### config.mk
export PLATFORM = sky130hd
export DESIGN_NAME = srp_pq
export DESIGN_NICKNAME = d
export VERILOG_FILES = /design/src/rtl/srp_pq_pkg.sv /design/src/rtl/srp_pq_cell.sv /design/src/rtl/srp_pq.sv
export SDC_FILE = /design/constraint.sdc
export NUM_CORES = 1
export LEC_CHECK = 0
export ABC_AREA = 1
export CORE_AREA = 2 2 136 204
export DETAILED_ROUTE_END_ITERATION = 6
export DIE_AREA = 0 0 138 206
export PLACE_DENSITY = 0.77
export REMOVE_ABC_BUFFERS = 1
export SLEW_MARGIN = 15
export SYNTH_ARGS = -nofsm -noshare
export SYNTH_HDL_FRONTEND = slang
export SYNTH_SLANG_ARGS = --single-unit
### constraint.sdc
create_clock -name clk -period 2.3 [get_ports clk]
set_clock_uncertainty 0.1 [all_clocks]
set_input_delay 0.46 -clock clk [delete_from_list [all_inputs] [get_ports clk]]
set_output_delay 0.46 -clock clk [all_outputs]
set_load 0.01 [all_outputs]
### src/rtl/srp_pq_pkg.sv
// pq_pkg: shared operation encoding and key ranking for the priority-queue family
package pq_pkg;
  typedef enum logic [1:0] {OP_NONE, OP_ENQ, OP_DEQ, OP_REPL} op_t;
  localparam int RANK_BITS = 32;
  function automatic logic rank_before(input logic [RANK_BITS-1:0] a, input logic [RANK_BITS-1:0] b, input logic max_first);
    return max_first ? (a > b) : (a < b);
  endfunction
endpackage

### src/rtl/srp_pq_cell.sv
// srp_cell: one sorted-array slot choosing hold / take left / take right / take kvi
module srp_cell
  import pq_pkg::*;
#(
  parameter int KEY_BITS  = 8,
  parameter int VAL_BITS  = 8,
  parameter bit MAX_FIRST = 1'b0,
  parameter bit FIRST     = 1'b0
) (
  input  logic                         clk,
  input  logic                         rst_n,
  input  op_t                          op,
  input  logic [KEY_BITS+VAL_BITS-1:0] kvi,
  input  logic [KEY_BITS+VAL_BITS:0]   left,
  input  logic [KEY_BITS+VAL_BITS:0]   right,
  output logic [KEY_BITS+VAL_BITS:0]   cur
);
  localparam int W = KEY_BITS + VAL_BITS + 1;
  logic ins_l, ins_s, ins_r;
  logic [W-1:0] nxt;
  // an empty slot is always outranked; equal keys are not, so ties stay FIFO
  function automatic logic ins(input logic [W-1:0] e);
    return !e[W-1] || rank_before(RANK_BITS'(kvi[W-2 -: KEY_BITS]), RANK_BITS'(e[W-2 -: KEY_BITS]), MAX_FIRST);
  endfunction
  // replace views the array as already shifted left, so it uses the right/self pair
  always_comb begin
    ins_l = ins(left);
    ins_s = ins(cur);
    ins_r = ins(right);
    nxt = op == OP_ENQ  ? (ins_s ? ((FIRST || !ins_l) ? {1'b1, kvi} : left) : cur) :
          op == OP_DEQ  ? right :
          op == OP_REPL ? (ins_r ? ((FIRST || !ins_s) ? {1'b1, kvi} : cur) : right) :
          cur;
  end
  // slot register
  always_ff @(posedge clk or negedge rst_n)
    if (!rst_n) cur <= '0;
    else cur <= nxt;
endmodule

### src/rtl/srp_pq.sv
// srp_pq: shift-register priority queue with min/max ordering and FIFO ties
module srp_pq
  import pq_pkg::*;
#(
  parameter int KEY_BITS  = 8,
  parameter int VAL_BITS  = 8,
  parameter int DEPTH     = 8,
  parameter bit MAX_FIRST = 1'b0
) (
  input  logic                         clk,
  input  logic                         rst_n,
  input  logic                         enq,
  input  logic                         deq,
  input  logic [KEY_BITS+VAL_BITS-1:0] kvi,
  output logic [KEY_BITS+VAL_BITS-1:0] kvo,
  output logic                         empty,
  output logic                         full,
  output logic [$clog2(DEPTH+1)-1:0]   count,
  output logic                         err
);
  localparam int W  = KEY_BITS + VAL_BITS + 1;
  localparam int CW = $clog2(DEPTH+1);
  op_t op;
  logic [DEPTH+1:0][W-1:0] c;
  // deq on empty with enq degrades to a plain enqueue; enq on full without deq is dropped
  always_comb
    op = (enq && deq && !empty) ? OP_REPL :
         (enq && !full)         ? OP_ENQ  :
         (deq && !empty)        ? OP_DEQ  : OP_NONE;
  assign c[0]       = '0;
  assign c[DEPTH+1] = '0;
  for (genvar i = 0; i < DEPTH; i++) begin : g_cell
    srp_cell #(
      .KEY_BITS (KEY_BITS),
      .VAL_BITS (VAL_BITS),
      .MAX_FIRST(MAX_FIRST),
      .FIRST    (i == 0)
    ) u_cell (
      .clk  (clk),
      .rst_n(rst_n),
      .op   (op),
      .kvi  (kvi),
      .left (c[i]),
      .right(c[i+2]),
      .cur  (c[i+1])
    );
  end
  assign kvo   = c[1][W-2:0];
  assign empty = count == '0;
  assign full  = count == CW'(DEPTH);
  // occupancy tracks accepted operations only, so it cannot wrap
  always_ff @(posedge clk or negedge rst_n)
    if (!rst_n) begin
      count <= '0;
      err   <= 1'b0;
    end else begin
      count <= op == OP_ENQ ? count + 1'b1 : op == OP_DEQ ? count - 1'b1 : count;
      err   <= (enq && !deq && full) || (deq && empty);
    end
endmodule

# Word level (Yosys, flattened, before mapping)
# Index checks and enable logic that the tools add are counted.
[op_classes]
muxes = 46
reduce_logical = 33
eq_ne = 7
n_addsub = 2
n_lt_le_gt_ge = 8
[ops]
columns = ["cell", "count"]
rows = [
  ["2-to-1 mux 17 bit", 41],
  ["< comparator 8 bit", 8],
  ["logical NOT 1 bit", 11],
  ["logical OR 1 bit", 9],
  ["2-to-1 mux 4 bit", 2],
  ["logical AND 1 bit", 7],
  ["2-to-1 mux 2 bit", 3],
  ["AND reduction 2 bit", 3],
  ["adder 4 x 1 -> 4 bit, second input constant", 1],
  ["equality test 2 bit, second input constant", 2],
  ["equality test 4 bit, second input constant", 1],
  ["logical NOT 4 bit", 1],
  ["!= test 2 x 1 -> 1 bit, second input constant", 2],
  ["subtractor 4 x 1 -> 4 bit, second input constant", 1],
  ["!= test 3 bit, second input constant", 1],
  ["nonzero test 3 bit", 1],
  ["equality test 2 x 1 -> 1 bit, second input constant", 1],
  ["nonzero test 2 bit", 1],
]
[word_totals]
word_cells = 106
inputBits = 20
out_inout_bits = 23
reg_bits = 141

# Depth between registers and ports, before layout
# Gate-level depths: netlist of the first run.
[depth]
ltp_word = 10
ltp_mapped = 19
ltp_nobuf = 17

# Modules after synthesis
# From an unflattened synthesis of the first run, not the netlist that was laid out.
[hier_totals]
hier_cells = 2264
area_unflattened_um2 = 14574.0
[modules_own_cells]
columns = ["module", "n_inst", "seq_area_each_um2", "cells_per_inst", "area_per_inst_um2"]
rows = [
  ["srp_cell (g_cell[1].u_cell ...)", 5, 425.4, 288, 1838.0],
  ["srp_cell (g_cell[2].u_cell)", 1, 425.4, 286, 1834.3],
  ["srp_cell (g_cell[7].u_cell)", 1, 425.4, 284, 1794.2],
  ["srp_cell (g_cell[0].u_cell)", 1, 425.4, 203, 1362.6],
  ["srp_pq", 1, 125.1, 51, 392.9],
]

# Worst setup path after synthesis of the first run
# Ideal clock, no wire load.
[synth_path]
path_type = "register to register"
start = "reg count[0]"
end = "reg count[3]"
path_slack_ns = -0.243
t_required_ns = 2.069
path_stages_with_launch = 14
arrival_time_ns = 2.312
path_cell_list = "dfrtp_1 -> nor2_1 -> nand3_1 -> nand2_1 -> inv_2 -> nor2_4 -> inv_2 -> clkbuf_1 -> buf_2 -> ha_1 -> a21o_1 -> a21oi_1 -> o21ai_0 -> xor2_1"
[synth_between]
elab_chain_len = 8
word_cells_on_any_way = 17
cone_classes = "2 x add/sub; 3 x eq/ne; 5 x mux; 7 x reduce/logical"
[synth_rtl]
columns = ["item", "line", "text"]
rows = [
  ["start, declared", "srp_pq.sv:18", "output logic [$clog2(DEPTH+1)-1:0] count,"],
  ["start signal, assigned", "srp_pq.sv:57", "count <= op == OP_ENQ ? count + 1'b1 : op == OP_DEQ ? count - 1'b1 : count;"],
  ["logical NOT 4 bit", "srp_pq.sv:49", "assign empty = count == '0;"],
  ["logical NOT 1 bit", "srp_pq.sv:27, srp_pq.sv:29", ""],
  ["logical AND 1 bit", "srp_pq.sv:29", "(deq && !empty) ? OP_DEQ : OP_NONE;"],
  ["2-to-1 mux 2 bit", "srp_pq.sv:29", ""],
  ["2-to-1 mux 2 bit", "srp_pq.sv:28", "(enq && !full) ? OP_ENQ :"],
  ["2-to-1 mux 2 bit", "srp_pq.sv:27", "op = (enq && deq && !empty) ? OP_REPL :"],
  ["equality test 2 x 1 -> 1 bit / equality test 2 bit (equally long branches)", "srp_pq.sv:57", ""],
  ["2-to-1 mux 4 bit / nonzero test 2 bit (equally long branches)", "-", ""],
]
# Parallel ways exist; a longest one is shown, timed or not. The select of a mux whose other input is x is not followed.
# A chain may end at the register's enable or synchronous reset.

# Worst setup path in the final report of the first run
[layout_path]
start = "reg g_cell[5].u_cell.cur[13]"
end = "reg g_cell[4].u_cell.cur[12]"
[layout_between]
elab_chain_len = 6
[layout_rtl]
columns = ["item", "line", "text"]
rows = [
  ["start, declared", "srp_pq_cell.sv:16", "output logic [KEY_BITS+VAL_BITS:0] cur"],
  ["start signal, assigned", "srp_pq_cell.sv:38", "else cur <= nxt;"],
  ["< comparator 8 bit", "srp_pq_pkg.sv:6", "return max_first ? (a > b) : (a < b);"],
  ["logical OR 1 bit", "srp_pq_cell.sv:23", "return !e[W-1] || rank_before(RANK_BITS'(kvi[W-2 -: KEY_BITS]), RANK_BITS'(e[W-2 -: KEY_BITS]), MAX_FIRST);"],
  ["2-to-1 mux 17 bit", "-", ""],
  ["2-to-1 mux 17 bit", "srp_pq_cell.sv:32", "op == OP_REPL ? (ins_r ? ((FIRST || !ins_s) ? {1'b1, kvi} : cur) : right) :"],
  ["2-to-1 mux 17 bit", "srp_pq_cell.sv:31", "op == OP_DEQ ? right :"],
  ["2-to-1 mux 17 bit", "srp_pq_cell.sv:30", "nxt = op == OP_ENQ ? (ins_s ? ((FIRST || !ins_l) ? {1'b1, kvi} : left) : cur) :"],
  ["end signal, assigned", "srp_pq_cell.sv:38", ""],
  ["end, declared", "srp_pq_cell.sv:16", ""],
]
# No other way between the ends. The select of a mux whose other input is x is not followed.

==> impl_results.md, run 1 <==
- Post-Route WL: 40100 µm
- ANT cells: 0
- Syn Std Cell Area: 13200 µm²
- Seq cells post-synth: 141
- Sequential element share of the synthesized area: 26.7%
- Mux cell area share after synthesis: 0.0853%
- Number of port buffers: 42
- Met3 WL post-DR: 1960 µm
- Status: finished, violations left
- Worst EP arrival: 2590 ps
- Number of max-cap violations: 0
- Num ports: 43
- Synth Area in Simple Gates: 43.8%
- Worst VDD drop: 1.19 mV
- CTS root buf: clkbuf_16
- Met2 WL: 20700 µm
- Worst-skew pair later-pin latency: 450 ps
- TNS Setup: -1.88 ps
- Most used cell, CP: nand2_1
- Post-synth ARST share: 100%
- GRT Overall Usage: 27.0%
- Top routing layer used: met4
- Total gr overflow: 0
- Fillers: 2406
- Wire per inst: 15.0 µm
- Setup ws final: -1.88 ps
- Worst setup SP type: flop
- Hold/Removal Path Class: reg -> reg
- Max Freq: 434 MHz
- DRC Markers: 0
- Initial antenna violation count: 0
- Drt initial violations: 1255
- Critical path class: reg -> reg
- Synth Area in Compound Gates: 8.92%
- Netlist cell types: 37
- Pre-CTS setup slack: -614 ps
- Synth warn: 0
- Initial core utilization: 49.2%
- Slew margin rel.: 58.7%
- Num rows: 74
- Area contributors post-synth: dfrtp_1 (27%), nand2_1 (24%), nand3_1 (16%), inv_1 (8.3%), ha_1 (5.5%)
- Drt first pass iters: 7
- Post-synth top area share: 26.7%
- TritonCTS buffer count: 17
- Largest family of logic cells by synthesized area: simple AND/OR/NAND/NOR gates
- DRT met1 WL: 15900 µm
- CP required: 2590 ps
- Die X: 138 µm
- CORE AREA: 26900 µm²
- Clock Path Buffers: 2
- Routability cong.: 0.864
- CP peak stage delay: 420 ps
- Post-detail-place hpwl: 26500 µm
- Final hold violations: 0
- Maximum number of pins on one net before global-route repair: 45
- P per Cell Area: 1580 nW/µm²
- Slew Viols, Final: 0
- CTS tree: done
- Post-Syn Area per Cell: 5.93 µm²
- Most frequent cells in the layout: nand2_1 (841), nand3_1 (409), inv_1 (282)
- Top Family by Delay on Critical Path: simple AND/OR/NAND/NOR gates
- Slew @ Worst Pin: 620 ps
- Post-synth top area cell: dfrtp_1
- Area grow syn2layout: 23.1%
- # setup viols final: 1
- CTS H-tree lvls: 4
- Clock-pin slew on the worst setup and hold paths: 60 ps
- Commonest non-fill, non-tap cell in the layout: nand2_1
- Min Tclk post-route: 2300 ps
- Final worst-path cycle share: 100%
- Share of layout cells above drive strength 1: 13.8%
- Crit-path cells: inv_2, ha_4, a21oi_2, nor2_1, nor3_2, nand2_4, nand2_8, clkbuf_16, nand3_1, nand2_1, nand2_1, nand2_1, nand2_1, nand2_1
- Slowest stage cell, crit path: dfrtp_1
- Buf/Inv on CP: 2
- First-pass GRT wire length: 63700 µm
- Post-synthesis xor/xnor area fraction: 0.199%
- Synth Area in Adders: 5.65%
- Failing checks: negative setup slack
- Die height: 206 µm
- Via count: 14346
- RSZ-0062 raised after global routing: yes
- Post-route ant nets: 0
- Clk sink count: 141
- Number of synthesized flops with an enable pin: 0
- CP endpoint kind: flop
- Most used DFF post-synth: dfrtp_1
- Final net count: 2394
- Cells after Synth: 2226
- Final core occ: 60.5%
- Vias per cell: 5.38
- Die ar.: 28400 µm²
- Crit path max fanout: 16
- Vias in the first global route: 13519
- P_leak: 9.06 nW
## cell usage after synthesis (12+ instances only)
cell	count
nor2_1	28
a21oi_1	63
inv_1	291
buf_4	19
o211ai_1	13
buf_2	55
o21ai_0	111
buf_1	12
dfrtp_1	141
clkbuf_1	49
nand3_1	429
buf_6	13
nand2_2	20
ha_1	58
nand2_1	859
## where the power goes
part	switching, mW	internal, mW	leakage [nW]
clock network	1.13	1.77	0.285
registers	1.19	3.77	1.70
logic	10.3	7.46	7.07
total	12.6	13.0	9.06
## what timing repair did
action                                  in CTS  in global routing
gates cloned                                 3                 11
hold buffers                                 1                  0
setup buffers                               18                 16
endpoints found under the hold margin       37                  0
pin swaps                                    6                 32
endpoints found under the setup margin     131                129
resized for setup                           25                109
## area by class of cell
class / count / area, µm² / share of cell area (%)
timing repair buffer: 218 / 2500 / 15.4
multi-input combinational: 1635 / 8040 / 49.5
clock inverter: 6 / 111 / 0.686
inverter: 302 / 1150 / 7.10
clock buffer: 23 / 478 / 2.94
tap: 342 / 428 / 2.63
sequential: 141 / 3530 / 21.7
## state kept, by name, indices dropped and copies added (netlist names)
signal             flops
count                  4
err                    1
g_cell.u_cell.cur    136
## tightest hold or removal path, stage by stage, from the launching register on
cell,delay (ps)
dfrtp_1,340
nand2_1,60
nand2_1,50
## final timing paths
check / from / to / slack [ps] / depth (start not counted)
hold / removal: g_cell[1].u_cell.cur[12] / g_cell[1].u_cell.cur[12] / 380 / 2
hold reg to reg: g_cell[1].u_cell.cur[12] / g_cell[1].u_cell.cur[12] / 380 / 2
setup / recovery: g_cell[5].u_cell.cur[13] / g_cell[4].u_cell.cur[12] / -2 / 14
max in group asynchronous: rst_n / g_cell[5].u_cell.cur[10] / 1120 / 3
min in group asynchronous: rst_n / g_cell[7].u_cell.cur[11] / 400 / 2
setup reg to reg: g_cell[5].u_cell.cur[13] / g_cell[4].u_cell.cur[12] / -2 / 14
## routing by layer
metal	vias up	track usage [%]
met5	-	0
met3	126	4.31
met4	0	12.5
li1	7217	-
met2	505	50.0
met1	6498	30.5
## logic make-up (layout without fill, tap and decap cells)
kind of cell / Yosys count / after routing
xor gates and xnor gates: 3 / 3
and+or+nand+nor: 1354 / 1354
DFF: 141 / 141
muxes: 1 / 1
AOI/OAI and AO/OA: 218 / 218
buffers and inverters: 450 / 549
adders and majority gates: 59 / 59
## stage by stage
step           hold slack [ps]  power [mW]  area (µm²)  cells
3_3_place_gp               317        19.9       14700   2593
3_5_place_dp               318        20.4       14700   2593
5_1_grt                    408        28.1       16200   2667
6_report                   381        25.6       16200   2667
4_1_cts                    381        24.1       15600   2644
2_1_floorplan             64.4        15.0       12400   2078
No activity file was read; power rests on OpenSTA's default activity.
==> inputs of run 2 (changes only) <==
- CELL_PAD_IN_SITES_DETAIL_PLACEMENT: unset -> 1
- CELL_PAD_IN_SITES_GLOBAL_PLACEMENT: unset -> 2
- CORE_AREA: 2 2 136 204 -> 2 2 172 258
- DIE_AREA: 0 0 138 206 -> 0 0 174 260
- GPL_TIMING_DRIVEN: unset -> 0
- PLACE_DENSITY: 0.77 -> 0.86
==> run 2 against run 1 <==
Non-clock buffer count fell by 31. Total power up 19%. Sequential power increased by 13%. Critical path type unchanged. Register-to-register slack worse by 70 ps. The flow still finishes with violations (negative setup slack). Die area is 59% higher. Clock power is 8.2% higher. Core utilization fell by 19 points. Flip-flop and latch count stayed put. Critical path depth is 1 lower.
==> impl_results.md, run 2 (same netlist as run 1, synthesis figures left out) <==
- Maximum number of pins on one net before global-route repair: 80 (was 45)
- Num ports: 43 (unchanged)
- Die X: 174 µm (was 138 µm)
- # setup viols final: 12 (was 1)
- Cells after DPL: 2701 (was 2593)
- CP endpoint kind: flop (unchanged)
- Die height: 260 µm (was 206 µm)
- Worst EP arrival: 2640 ps (was 2590 ps)
- Biggest register: g_cell.u_cell.cur (unchanged)
- Area grow syn2layout: 35.2% (was 23.1%)
- Post-detail-place hpwl: 31400 µm (was 26500 µm)
- Critical path class: reg -> reg (unchanged)
- Max reg flops: 136 (unchanged)
- Commonest non-fill, non-tap cell in the layout: nand2_1 (unchanged)
- TNS Setup: -317 ps (was -1.88 ps)
- Comb pwr share: 71.4% (was 69.3%)
- TritonCTS buffer count: 17 (unchanged)
- First-pass GRT wire length: 89400 µm (was 63700 µm)
- Launching point of the worst reg2reg path: g_cell[6].u_cell.cur[15] (was g_cell[5].u_cell.cur[13])
- Final hold violations: 0 (unchanged)
- Switching share of power: 55.4% (was 49.2%)
- Via count: 15819 (was 14346)
- P_leak: 9.40 nW (was 9.06 nW)
- Clock Power Share: 10.3% (was 11.3%)
- CORE AREA: 42800 µm² (was 26900 µm²)
- Routability cong.: 0.787 (was 0.864)
- Final net count: 2407 (was 2394)
- DRC Markers: 0 (unchanged)
- Cell area after layout: 17800 µm² (was 16200 µm²)
- Share of layout cells above drive strength 1: 20.9% (was 13.8%)
- RR Endpoint: g_cell[5].u_cell.cur[0] (was g_cell[4].u_cell.cur[12])
- Slew @ Worst Pin: 1240 ps (was 620 ps)
- Critical path origin: g_cell[6].u_cell.cur[15] (was g_cell[5].u_cell.cur[13])
- Finished Layout Cells: 2913 (was 2667)
- Clk sink count: 141 (unchanged)
- Final worst-path cycle share: 103% (was 100%)
- Pre-CTS setup slack: -2070 ps (was -614 ps)
- Post-route ant nets: 0 (unchanged)
- Slew margin rel.: 17.1% (was 58.7%)
- P per Cell Area: 1710 nW/µm² (was 1580 nW/µm²)
- Max Freq: 421 MHz (was 434 MHz)
- Total gr overflow: 0 (unchanged)
- Initial antenna violation count: 1 (was 0)
- Crit path max fanout: 8 (was 16)
- Worst Setup EP: g_cell[5].u_cell.cur[0] (was g_cell[4].u_cell.cur[12])
- Worst reg2reg setup slack: -70 ps (was -2 ps)
- Vias in the first global route: 16300 (was 13519)
- Top flop regs: g_cell.u_cell.cur (136), count (4), err (1) (unchanged)
- Number of port buffers: 42 (unchanged)
- Wire per inst: 21.9 µm (was 15.0 µm)
- Clock Path Buffers: 2 (unchanged)
- Num rows: 93 (was 74)
- Internal: 13.6 mW (was 13.0 mW)
- Post-DP Area: 13900 µm² (was 14700 µm²)
- Initial core utilization: 30.8% (was 49.2%)
- Worst VDD drop: 0.820 mV (was 1.19 mV)
- CTS tree: done (unchanged)
- Seq pwr share: 18.3% (was 19.4%)
- GRT Overall Usage: 25.4% (was 27.0%)
- Die ar.: 45200 µm² (was 28400 µm²)
- CTS root buf: clkbuf_16 (unchanged)
- Drt first pass iters: 5 (was 7)
- Count of cells along the worst register-to-register path: 13 (was 14)
- Total power draw: 30.5 mW (was 25.6 mW)
- Clock-pin slew on the worst setup and hold paths: 80 ps (was 60 ps)
- Setup ws final: -73.8 ps (was -1.88 ps)
- Net Sw Power: 16.9 mW (was 12.6 mW)
- Hold/Removal Path Class: in -> reg (was reg -> reg)
- Worst-skew pair later-pin latency: 470 ps (was 450 ps)
- Min Tclk post-route: 2370 ps (was 2300 ps)
- RSZ-0062 raised after global routing: yes (unchanged)
- CTS H-tree lvls: 4 (unchanged)
- Drt initial violations: 857 (was 1255)
- Most frequent cells in the layout: nand2_1 (784), nand3_1 (380), inv_1 (266) (was nand2_1 (841), nand3_1 (409), inv_1 (282))
- Status: finished, violations left (unchanged)
- Failing checks: negative setup slack (unchanged)
- Worst setup SP type: flop (unchanged)
- Vias per cell: 5.43 (was 5.38)
- Slew Viols, Final: 0 (unchanged)
- Post-Route WL: 63900 µm (was 40100 µm)
- CP required: 2560 ps (was 2590 ps)
- Number of max-cap violations: 0 (unchanged)
[run 2: cell count changes in the layout (fill, tap and decap cells not counted), moves of 18 or more]
| cell | change |
|---|---|
| nand2_1 | -57 |
| o21ai_0 | -19 |
| nand2_8 | +26 |
| nand2_2 | +26 |
| nand3_2 | +27 |
| buf_12 | -18 |
| buf_4 | -18 |
| nand3_1 | -29 |
| nand2_4 | +35 |
[run 2: stage by stage]
step | util [%] | hold slack (ps)
6_report | 41.7 | 376
5_1_grt | 41.6 | 415
4_1_cts | 37.5 | 383
3_5_place_dp | 32.4 | 365
3_3_place_gp | 31.6 | 361
2_1_floorplan | - | 64.4
[run 2: what timing repair did]
action	in CTS	in global routing
gates cloned	37	16
pin swaps	27	100
resized for setup	128	303
setup endpoints to repair	142	137
endpoints found under the hold margin	62	0
hold buffers	1	0
buffers inserted	68	57
[run 2: how the worst min path moves through the flow]
stage                                   from                       end  slack [ps]  cells after the start
global placement     g_cell[1].u_cell.cur[4]   g_cell[1].u_cell.cur[4]         360                      2
global route                         kvi[12]  g_cell[0].u_cell.cur[12]         420                      3
finish                               kvi[12]  g_cell[0].u_cell.cur[12]         380                      3
floorplan                              rst_n                  count[0]          60                      0
detailed placement  g_cell[1].u_cell.cur[13]  g_cell[1].u_cell.cur[13]         360                      2
CTS                 g_cell[1].u_cell.cur[13]  g_cell[1].u_cell.cur[13]         380                      2
[run 2: power by group through the flow]
stage / logic, mW / clock network, mW / registers (mW)
floorplan: 10.1 / 0 / 4.94
global placement: 13.5 / 0 / 5.20
detailed placement: 14.3 / 0 / 5.32
CTS: 17.6 / 3.18 / 5.42
global route: 23.8 / 3.25 / 5.79
finish: 21.8 / 3.15 / 5.59
[run 2: layout make-up]
type	instances	area, µm²
repair buffers	187	2170
inverters	302	1250
well taps	570	713
diodes	2	5.00
multi-input cells	1668	9410
fillers	5524	25000
repair inverters	11	134
clock buffers	18	439
flip-flops and latches	141	3540
clock inverters	14	181
[run 2: critical path, cell delays in order (launching register included)]
cell,delay [ps]
dfrtp_1,390
inv_1,130
ha_4,300
nand2_2,90
o21a_4,230
nand2_8,170
nand2_8,140
buf_12,200
inv_16,100
nand2_1,70
nand3_1,100
nand2_1,70
nand3_1,80
nand2_1,70
[run 2: per-layer routing]
layer  vias to the layer above  wire length [µm]  track usage (%)
li1                       7288                 -                -
met1                      7671             22400             25.2
met2                       553             33000             48.8
met3                       307              2190             2.56
met4                         0              6310             18.9
met5                         -                 0                0
